===== config.mk =====
export PLATFORM = sky130hd
export DESIGN_NAME = button_conditioner
export DESIGN_NICKNAME = d
export VERILOG_FILES = /design/src/rtl/button_conditioner_pkg.sv /design/src/rtl/button_conditioner_if.sv /design/src/rtl/btn_debounce_channel.sv /design/src/rtl/button_conditioner.sv
export SDC_FILE = /design/constraint.sdc
export NUM_CORES = 1
export LEC_CHECK = 0
export BUFFER_PORTS_ARGS = -buffer_cell sky130_fd_sc_hd__buf_4
export CORE_MARGIN = 2
export CORE_UTILIZATION = 45
export CTS_CLUSTER_DIAMETER = 100
export DETAILED_ROUTE_END_ITERATION = 10
export HOLD_SLACK_MARGIN = 0.06
export SYNTH_ARGS = -nofsm -noshare
export SYNTH_HDL_FRONTEND = slang
export SYNTH_SLANG_ARGS = --single-unit

===== constraint.sdc =====
create_clock -name i_clock -period 3.4 [get_ports i_clock]
set_clock_uncertainty 0.2 [all_clocks]
set_input_delay 0.34 -clock i_clock [delete_from_list [all_inputs] [get_ports i_clock]]
set_output_delay 0.34 -clock i_clock [all_outputs]
set_load 0.01 [all_outputs]

===== src/rtl/button_conditioner_pkg.sv =====
// Shared definitions for the push-button conditioner: per-channel FSM encoding
// and the debounce counter width.
package button_conditioner_pkg;

  localparam int CNT_W = 8;

  typedef enum logic [1:0] {
    ST_RELEASED     = 2'd0,
    ST_PRESS_WAIT   = 2'd1,
    ST_PRESSED      = 2'd2,
    ST_RELEASE_WAIT = 2'd3
  } btn_state_e;

  // Counter stops at all-ones rather than wrapping back into a "fresh" count.
  function automatic logic [CNT_W-1:0] sat_inc(input logic [CNT_W-1:0] v);
    return (v == {CNT_W{1'b1}}) ? v : v + 1'b1;
  endfunction

endpackage


===== src/rtl/button_conditioner_if.sv =====
// Button bundle: raw active-low buttons and enable in, press pulses and
// debounced held levels out. WIDTH is the number of channels carried.
interface button_conditioner_if #(parameter int WIDTH = 1);

  logic [WIDTH-1:0] btn;
  logic             enable;
  logic [WIDTH-1:0] press;
  logic [WIDTH-1:0] held;

  modport master (output btn, enable, input press, held);
  modport slave  (input btn, enable, output press, held);

endinterface


===== src/rtl/btn_debounce_channel.sv =====
// One button channel: 2-flop synchronizer, debounce FSM with saturating
// counter, registered one-shot press pulse and held level.
//   state           | meaning
//   ST_RELEASED     | accepted as released, watching for a low sample
//   ST_PRESS_WAIT   | low seen, counting stable low samples
//   ST_PRESSED      | accepted as pressed, watching for a high sample
//   ST_RELEASE_WAIT | high seen, counting stable high samples
module btn_debounce_channel
  import button_conditioner_pkg::*;
#(
  parameter int DEBOUNCE_CYCLES = 16
) (
  input  logic                  clk_sys,
  input  logic                  rst_b,
  button_conditioner_if.slave   ch
);

  localparam logic [CNT_W-1:0] DEB_LIM = CNT_W'(DEBOUNCE_CYCLES);

  logic [1:0]       sync_q;
  logic             btn_sync;
  btn_state_e       state_q;
  btn_state_e       state_d;
  logic [CNT_W-1:0] cnt_q;
  logic [CNT_W-1:0] cnt_d;
  logic             accept;
  logic             press_q;
  logic             held_q;

  always_ff @(posedge clk_sys) begin
    if (!rst_b) begin
      sync_q <= 2'b11;
    end else begin
      sync_q <= {sync_q[0], ch.btn[0]};
    end
  end

  assign btn_sync = sync_q[1];

  always_comb begin
    state_d = state_q;
    cnt_d   = cnt_q;
    accept  = 1'b0;
    case (state_q)
      ST_RELEASED: begin
        if (!btn_sync) begin
          state_d = ST_PRESS_WAIT;
          cnt_d   = 8'd1;
        end
      end
      ST_PRESS_WAIT: begin
        if (btn_sync) begin
          state_d = ST_RELEASED;
          cnt_d   = '0;
        end else if (cnt_q == DEB_LIM) begin
          state_d = ST_PRESSED;
          accept  = 1'b1;
        end else begin
          cnt_d = sat_inc(cnt_q);
        end
      end
      ST_PRESSED: begin
        if (btn_sync) begin
          state_d = ST_RELEASE_WAIT;
          cnt_d   = 8'd1;
        end
      end
      ST_RELEASE_WAIT: begin
        if (!btn_sync) begin
          state_d = ST_PRESSED;
        end else if (cnt_q == DEB_LIM) begin
          state_d = ST_RELEASED;
          cnt_d   = '0;
        end else begin
          cnt_d = sat_inc(cnt_q);
        end
      end
      default: begin
        state_d = ST_RELEASED;
        cnt_d   = '0;
      end
    endcase
  end

  // Enable is only looked at on the accepting edge, so a gated press is lost for good.
  always_ff @(posedge clk_sys) begin
    if (!rst_b) begin
      state_q <= ST_RELEASED;
      cnt_q   <= '0;
      press_q <= 1'b0;
      held_q  <= 1'b0;
    end else begin
      state_q <= state_d;
      cnt_q   <= cnt_d;
      press_q <= accept & ch.enable;
      held_q  <= (state_d == ST_PRESSED) || (state_d == ST_RELEASE_WAIT);
    end
  end

  assign ch.press[0] = press_q;
  assign ch.held[0]  = held_q;

endmodule


===== src/rtl/button_conditioner.sv =====
// Top: NUM_BTN independent debounce channels sharing clock, reset and enable.
module button_conditioner
  import button_conditioner_pkg::*;
#(
  parameter int DEBOUNCE_CYCLES = 16,
  parameter int NUM_BTN         = 3
) (
  input  logic               i_clock,
  input  logic               i_reset,
  input  logic [NUM_BTN-1:0] i_btn,
  input  logic               i_enable,
  output logic [NUM_BTN-1:0] o_press,
  output logic [NUM_BTN-1:0] o_held
);

  for (genvar g = 0; g < NUM_BTN; g++) begin : g_ch
    button_conditioner_if #(.WIDTH(1)) ch_if ();

    assign ch_if.btn[0]  = i_btn[g];
    assign ch_if.enable  = i_enable;

    btn_debounce_channel #(
      .DEBOUNCE_CYCLES (DEBOUNCE_CYCLES)
    ) u_channel (
      .clk_sys (i_clock),
      .rst_b   (i_reset),
      .ch      (ch_if)
    );

    assign o_press[g] = ch_if.press[0];
    assign o_held[g]  = ch_if.held[0];
  end

endmodule


Yosys cells after proc, flatten, opt, wreduce, memory -nomap -nowiden
Cells that the tools add are included.

storage, ports and cells
  flip-flop bits (word level) = 42
  input bits = 6
  output and inout bits = 6

cells by class
  bitwise operators = 3
  reductions and logical operators = 9
  mux-type cells = 54
  add/sub/neg operators = 3
  eq/ne operators = 33

operators with widths
  operator               count
  $mux W8                21
  $pmux W8 S4            3
  $mux W2                18
  $add A8 B1 Y8 const B  3
  $eq A2 B2 Y1 const B   12
  $eq A8 B5 Y1 const B   3
  $eq A8 B8 Y1 const B   3
  $pmux W2 S4            3
  $ne A2 B1 Y1 const B   6
  $reduce_and A4 Y1      3
  $mux W1                9
  $ne A3 B2 Y1 const B   3
  $eq A2 B1 Y1 const B   3
  $logic_not A2 Y1       3
  $ne A2 B2 Y1 const B   3
  $and A1 B1 Y1          3
  $logic_or A1 B1 Y1     3

Logic depth before layout (Yosys ltp)
Gate-level depths: netlist of run 1.

  depth in word-level cells = 6
  mapped depth = 8
  gate-level depth less buffers = 6

Modules after synthesis
A second synthesis of run 1 with hierarchy kept.

unflattened totals
  cell total of the unflattened synthesis = 282
  area total of the unflattened synthesis = 2541.2 µm²

modules (own cells, without submodules)
  module                                         area each (µm²)  instances  cells each
  btn_debounce_channel at g_ch[0].u_channel ...  829.5            2          92
  btn_debounce_channel at g_ch[2].u_channel      837.1            1          92
  button_conditioner                             45.0             1          6

Worst setup path before layout of run 1
No wires, ideal clock.

  kind = reg2reg
  start point = reg g_ch[1].u_channel.cnt_q[0]
  end point = reg g_ch[1].u_channel.cnt_q[1]
  data required time = 3129 ps
  setup time = 71 ps
  arrival time = 1765 ps
  slack = 1364 ps
  stages on the path, launching flop included = 9
  cell sequence = dfxtp_1 > inv_1 > ha_1 > nor4bb_1 > clkbuf_2 > and3b_2 > buf_6 > or3b_2 > a21oi_1

on the way
  cells in the longest elaborated chain, start to end = 5
  elaborated cells on any way between the ends = 11
  those cells by class = add/sub (1); eq/ne (3); mux (6); reduce/logical (1)

ends and longest elaborated chain
  what                                                  RTL line                                                RTL
  from (decl)                                           btn_debounce_channel.sv:24                              logic [CNT_W-1:0] cnt_q;
  from (signal assigned)                                btn_debounce_channel.sv:94                              cnt_q <= cnt_d;
  $add A8 B1 Y8 / $eq A8 B8 Y1 (equally long branches)  button_conditioner_pkg.sv:16                            return (v == {CNT_W{1'b1}}) ? v : v + 1'b1;
  $mux W8                                               button_conditioner_pkg.sv:16
  $mux W8 (on tied branches)                            btn_debounce_channel.sv:71, btn_debounce_channel.sv:55
  $mux W8 (on tied branches)                            btn_debounce_channel.sv:69, btn_debounce_channel.sv:52
  $pmux W8 S4                                           btn_debounce_channel.sv:44                              case (state_q)

Parallel ways exist; a longest one is shown, timed or not. The select of a mux whose other input is x is not followed.
A chain may end at the register's enable or synchronous reset.

Worst setup path after layout of run 1
  start point = reg g_ch[1].u_channel.cnt_q[0]
  end point = reg g_ch[1].u_channel.cnt_q[7]

Same word-level chain as after synthesis.

==> results of run 1 <==
==> cells by family (layout without fill, tap and decap cells) <==
family,Yosys count,after routing,share of synthesized area (%)
AOI/OAI and AO/OA,82,82,23.7
xor gates and xnor gates,2,2,0.708
adders and majority gates,6,6,3.03
buffers and inverters,39,40,8.59
DFF,42,42,34.0
muxes,2,2,0.809
and+or+nand+nor,112,112,29.2
==> power groups by stage <==
stage | logic [mW] | clock network (mW) | registers (mW)
after floorplan | 0.0510 | 0 | 0.516
after CTS | 0.0654 | 0.331 | 0.510
final | 0.0654 | 0.317 | 0.510
after detailed placement | 0.0621 | 0 | 0.521
after global routing | 0.0729 | 0.351 | 0.512
after global placement | 0.0621 | 0 | 0.521
==> layout make-up <==
type	count	area, µm²
tap	72	90.1
clock inverter	2	13.8
multi-input combinational	204	1420
clock buffer	6	72.6
fill	511	2780
inverter	17	63.8
timing repair buffer	15	120
sequential	42	841
==> through the flow <==
| stage | util, % | worst slack (ns) | power [mW] | cells | hold slack (ns) |
|---|---|---|---|---|---|
| final | 48.5 | 1.19 | 0.892 | 358 | 0.170 |
| after detailed placement | 46.4 | 1.24 | 0.584 | 347 | 0.199 |
| after global placement | 46.4 | 1.24 | 0.584 | 347 | 0.193 |
| after global routing | 48.5 | 1.02 | 0.936 | 358 | 0.175 |
| after CTS | 48.5 | 1.22 | 0.906 | 358 | 0.170 |
| after floorplan | - | 1.36 | 0.567 | 285 | 0.186 |
==> worst min-delay path by stage <==
stage	end	start	depth (start not counted)
5_1_grt	g_ch[2].u_channel.sync_q[0]	i_reset	2
3_3_place_gp	g_ch[2].u_channel.sync_q[1]	g_ch[2].u_channel.sync_q[0]	1
3_5_place_dp	g_ch[0].u_channel.sync_q[1]	g_ch[0].u_channel.sync_q[0]	1
2_1_floorplan	g_ch[0].u_channel.sync_q[1]	g_ch[0].u_channel.sync_q[0]	1
6_report	g_ch[2].u_channel.sync_q[0]	i_reset	2
4_1_cts	g_ch[2].u_channel.sync_q[0]	i_reset	2
==> registers in the layout (all words and copies together) (netlist names) <==
register,count
g_ch.u_channel.ch.held,3
g_ch.u_channel.state_q,6
g_ch.u_channel.ch.press,3
g_ch.u_channel.sync_q,6
g_ch.u_channel.cnt_q,24
==> cell usage after synthesis (all sizes together), types with 3 or more instances <==
cell type	count
a211o	3
o31ai	9
nor2b	5
clkbuf	8
nor3b	6
or4	6
o21ai	8
a311oi	7
nor4b	4
dfxtp	42
o221a	4
nand3	13
a31oi	7
ha	6
nand2	19
buf	14
a21oi	21
o2111a	3
a211oi	4
nor4	3
inv	17
nor3	7
and3	7
and4	4
nor2	11
nand2b	10
o211ai	4
or3b	4
==> cells in the final DEF (no fill, tap or decap), types with 9 or more instances in the layout <==
master / instances
dfxtp_1: 42
buf_4: 12
a21oi_1: 21
o31ai_1: 9
nand2_1: 19
nor2_1: 11
nand3_1: 13
inv_1: 17
nand2b_1: 10
==> per-layer routing <==
layer  track usage (%)  share of wire [%]  vias to the layer above
met1              23.5                 51                      963
li1                  -                  -                     1070
met4              5.61               0.61                        0
met3              4.37                4.2                        2
met2              27.3                 44                       45
met5                 0                  0                        -
==> out/metrics.yaml, run 1 <==
setup_viol: 0
crit_end: "g_ch[1].u_channel.cnt_q[7]"
grt_pass1_vias: 1899
rsz0062_at_grt: "false"
powerDensity_mw_per_mm2: 340
cp_num_cells: 7
synth_largest_area_cell: "dfxtp_1"
tightest_slew_ns: 0.783
synth_seq_cells: 42
ir_drop_v: 0.000196
cts.path.max_buffers: 2
num_antenna_cells: 0
critPathMaxFanout: 8
arrival_ns: 2.16
placed_area_mm2: 0.00251
holdBufCountCts: 3
die_h_um: 78.2
yosysWarnings: 0
power_switching_mw: 0.219
slew_viol_final: 0
netlist.area_leader.share_pct: 34.0
status: "complete, no violations"
yosys-top-cells-area: "dfxtp_1, a21oi_1, ha_1"
seqPwrFrac_pct: 57.2
reg2reg_depth: 7
cp-startpoint: "g_ch[1].u_channel.cnt_q[0]"
cts_buffers: 5
io_buffers: 11
netlist_instances: 285
avgSynthCellArea_um2: 8.69
clkPwrFrac_pct: 35.5
switching_share_pct: 24.6
period_share_pct: 64.9
finalWeightedCongestion: 0.843
drv_cap: 0
syn2layout_area_growth_pct: 5.96
cts_resized: 0
slowest_delay_ns: 0.67
rows: 27
viasPerCell: 5.81
drive_above_1_share_pct: 13.3
min_period_ns: 2.21
cts.sinks: 42
rr_startpoint: "g_ch[1].u_channel.cnt_q[0]"
synth_nets: 297
ios: 12
synthArstFlopShare_pct: 0
start_util_pct: 45.8
root_buffer: "clkbuf_8"
p_leak_nw: 0.905
power_frac_comb_pct: 7.3
crit_path_start_kind: "flop"
timing.setup.tns_ns: 0
clkLatencyLatePin_ns: 0.29
synth-main-ff-cell: "dfxtp_1"
via_count: 2080
clk_pin_slew_ns: 0.09
grt_max_degree: 25
fmax_mhz: 453
endpoint_kind: "flop"
cp_slowest_cell: "a311oi_1"
maxSlewHeadroom_pct: 47.4
postCtsSetupRepairBufs: 0
drtIter0Drc: 170
grt_antenna_before_repair: 0
worstReg2RegEnd: "g_ch[1].u_channel.cnt_q[7]"
p_int_mw: 0.673
final_nets: 297
required_ns: 3.35
dp_hpwl_um: 3520
post_drt_wl_per_cell_um: 14.1
drc: 0
cts_tree: "built"
synth.distinct_cells: 63
grt_overflow: 0
final_cell_area_mm2: 0.00262
core_area_mm2: 0.00541
path_delay_family: "compound AO/OA/AOI/OAI gates"
syn-cell-area_mm2: 0.00248
ant_nets: 0
cts_max_level: 2
path_cells: "inv_1, ha_1, nor4bb_1, buf_4, a21oi_1, a311oi_1, nor3b_1"
die_width_um: 78.2
ys_seq_area_share_pct: 34.0
r2r_slack_ns: 1.19
hold_class: "input port to flop"
hold_violations: 0
synth_edf_count: 0
dr.pass1.iters: 4
grt_pass1_wl_um: 8750
cp_num_buf_inv: 2
wirelength_um: 5060
track_usage_pct: 17.4
path_class: "flop to flop"
dieArea_mm2: 0.00611
(Power assumes the default switching activity.)
==> run 2, diff against run 1 <==
- ABC_AREA: default -> 1
- clock period: 3.4 -> 1.8 ns (I/O delays scaled with it)
==> run 2 against run 1 <==
Net effect:
- via count grew 12%
- critical path depth is 3 higher
- count of clock-buffer cells in the layout fell by 1
- total power rose by 130%
- sequential power up 89%
- global-route usage is 1.3 points higher
- worst setup slack worse by 1.1 ns
- non-clock buffer count increased by 25
- final cell count up 31%
- sequential cell count is the same
- clock power increased to 2.9 times the previous value
- critical path type unchanged
- critical endpoint is now g_ch[1].u_channel.cnt_q[0]
- highest routed layer unchanged
==> out/metrics.yaml, run 2 <==
cts_buffers: 5
drc: 0
fmax_mhz: 576
path_class: "flop to flop"
grt_antenna_before_repair: 0
dp_hpwl_um: 3950
synth_nets: 373
cts.sinks: 42
die_width_um: 76.7
tightest_slew_ns: 0.628
grt_overflow: 0
crit_end: "g_ch[1].u_channel.cnt_q[0]"
num_antenna_cells: 0
ys_seq_area_share_pct: 35.3
io_buffers: 11
use_met2_pct: 32.7
cp_num_buf_inv: 2
maxSlewHeadroom_pct: 58.1
core_area_mm2: 0.00511
min_period_ns: 1.74
synth_largest_area_cell: "dfxtp_1"
yosysWarnings: 0
track_usage_pct: 18.7
drtIter0Drc: 124
cp-startpoint: "g_ch[1].u_channel.cnt_q[0]"
netlist_instances: 361
powerDensity_mw_per_mm2: 698
critPathMaxFanout: 4
final_cell_mix: "nand2_1, inv_1, nand3_1"
grt_pass1_vias: 2074
cts.path.max_buffers: 2
yosysMostFrequentCell: "nand2_1"
arrival_ns: 1.76
top_register: "g_ch.u_channel.cnt_q"
grt_max_degree: 18
netlist.area_leader.share_pct: 35.3
clk_pin_slew_ns: 0.09
p_leak_nw: 1.31
grtUsageMet3_pct: 3.53
final_util_pct: 57.6
gr-usage-met1_pct: 23.4
status: "complete, no violations"
rsz0062_at_grt: "true"
dr.pass1.iters: 4
grt_pass1_wl_um: 9040
endpoint_kind: "flop"
r2r_slack_ns: 0.06
viasPerCell: 4.94
slowest_delay_ns: 0.33
drive_above_1_share_pct: 22.0
drv_cap: 0
cts_max_level: 2
die_h_um: 76.7
synth_edf_count: 0
synthArstFlopShare_pct: 0
yosys-top-cells-area: "dfxtp_1, nand2_1, nand3_1"
slew_viol_final: 0
cp_slowest_cell: "dfxtp_2"
wirelength_um: 5430
ios: 12
syn-cell-area_mm2: 0.00238
cp_num_cells: 10
setup_viol: 0
rr_startpoint: "g_ch[1].u_channel.cnt_q[0]"
root_buffer: "clkbuf_8"
rows: 26
start_util_pct: 46.6
cpMostUsedCell: "nand2_1"
path_cells: "buf_4, ha_2, inv_1, nor2_4, nand2_1, nand2_1, nand3_1, nand2_1, nand3_1, a21oi_2"
synth.distinct_cells: 30
netlist_top_cells_count: "nand2_1, inv_1, nand3_1, nor2_1, dfxtp_1"
largest_register_ffs: 24
hold_violations: 0
top_usage_layer: "met2"
ir_drop_v: 0.000556
hold_class: "flop to flop"
reg2reg_depth: 10
dieArea_mm2: 0.00589
finalWeightedCongestion: 0.831
cts_tree: "built"
dp_cells: 453
period_share_pct: 96.4
required_ns: 1.82
post_drt_wl_per_cell_um: 11.5
final_nets: 411
top_regs: "g_ch.u_channel.cnt_q (24), g_ch.u_channel.state_q (6), g_ch.u_channel.sync_q (6)"
via_count: 2322
timing.setup.tns_ns: 0
path_delay_family: "simple AND/OR/NAND/NOR gates"
avgSynthCellArea_um2: 6.59
synth-main-ff-cell: "dfxtp_1"
totalPowerFinal_mw: 2.05
synth_seq_cells: 42
syn2layout_area_growth_pct: 23.6
clkLatencyLatePin_ns: 0.30
worstReg2RegEnd: "g_ch[1].u_channel.cnt_q[0]"
final_cells: 470
crit_path_start_kind: "flop"
ant_nets: 0
layout_commonest_cell: "nand2_1"
-- run 2: cell count changes after synthesis, moves of 6 or more --
cell	previous run	this run
nand2_1	19	93
nand3_1	13	46
nor2_1	11	43
inv_1	17	48
nand2b_1	10	0
o21ai_0	7	16
o31ai_1	9	0
a311oi_1	7	0
or4_1	6	0
-- run 2: timing repair --
action / in CTS / in global routing
gates resized for setup: 2 / 28
hold buffers: 5 / 0
pin swaps: 0 / 10
hold endpoints to repair: 15 / 0
setup endpoints to repair: 6 / 26
setup buffers: 0 / 3
gates cloned: 0 / 1
-- run 2: routing by layer --
layer / routed length, µm / share of wire [%]
met2: 2670 / 49
met1: 2550 / 47
met3: 148 / 2.7
met5: 0 / 0
met4: 61 / 1.1
-- run 2: kinds of logic (layout without fill, tap and decap cells) --
family                   Yosys count  after routing  share of synthesized area, %
AND/OR/NAND/NOR                  208            209                          39.0
adder cells (fa/ha/maj)            6              6                          3.15
flip-flops                        42             42                          35.3
AO/OA/AOI/OAI                     41             41                          9.99
XOR/XNOR                           4              4                          1.47
buffers and inverters             60             98                          11.0
-- run 2: metrics by stage --
stage	cell area, µm²	setup slack [ns]	hold WS (ns)
after floorplan	2380	0.0769	0.0866
after global placement	2630	-0.00340	0.169
after detailed placement	2630	-0.00396	0.171
after CTS	2830	0.0192	0.220
after global routing	2940	-0.0482	0.243
final	2940	0.0646	0.220
-- run 2: cell type report --
cell class	instances	area, µm²
tap	70	87.6
timing repair buffer	40	320
clock buffer	5	68.8
multi-input combinational	260	1360
fill	517	2170
inverter	50	188
sequential	42	845
clock inverter	3	68.8
-- run 2: worst min-delay path by stage --
| stage | from | end | slack, ns | cells after the start |
|---|---|---|---|---|
| floorplan | i_btn[0] | g_ch[0].u_channel.sync_q[0] | 0.09 | 1 |
| global placement | i_btn[0] | g_ch[0].u_channel.sync_q[0] | 0.17 | 2 |
| detailed placement | i_btn[2] | g_ch[2].u_channel.sync_q[0] | 0.17 | 2 |
| CTS | g_ch[2].u_channel.sync_q[0] | g_ch[2].u_channel.sync_q[1] | 0.22 | 1 |
| global route | g_ch[2].u_channel.sync_q[0] | g_ch[2].u_channel.sync_q[1] | 0.24 | 1 |
| finish | g_ch[0].u_channel.sync_q[0] | g_ch[0].u_channel.sync_q[1] | 0.22 | 1 |
-- run 2: where the power goes --
group	switching, mW	internal [mW]	total, mW
Clock	0.353	0.556	0.909
Combinational	0.104	0.0751	0.179
Sequential	0.0154	0.950	0.965
Total	0.473	1.58	2.05
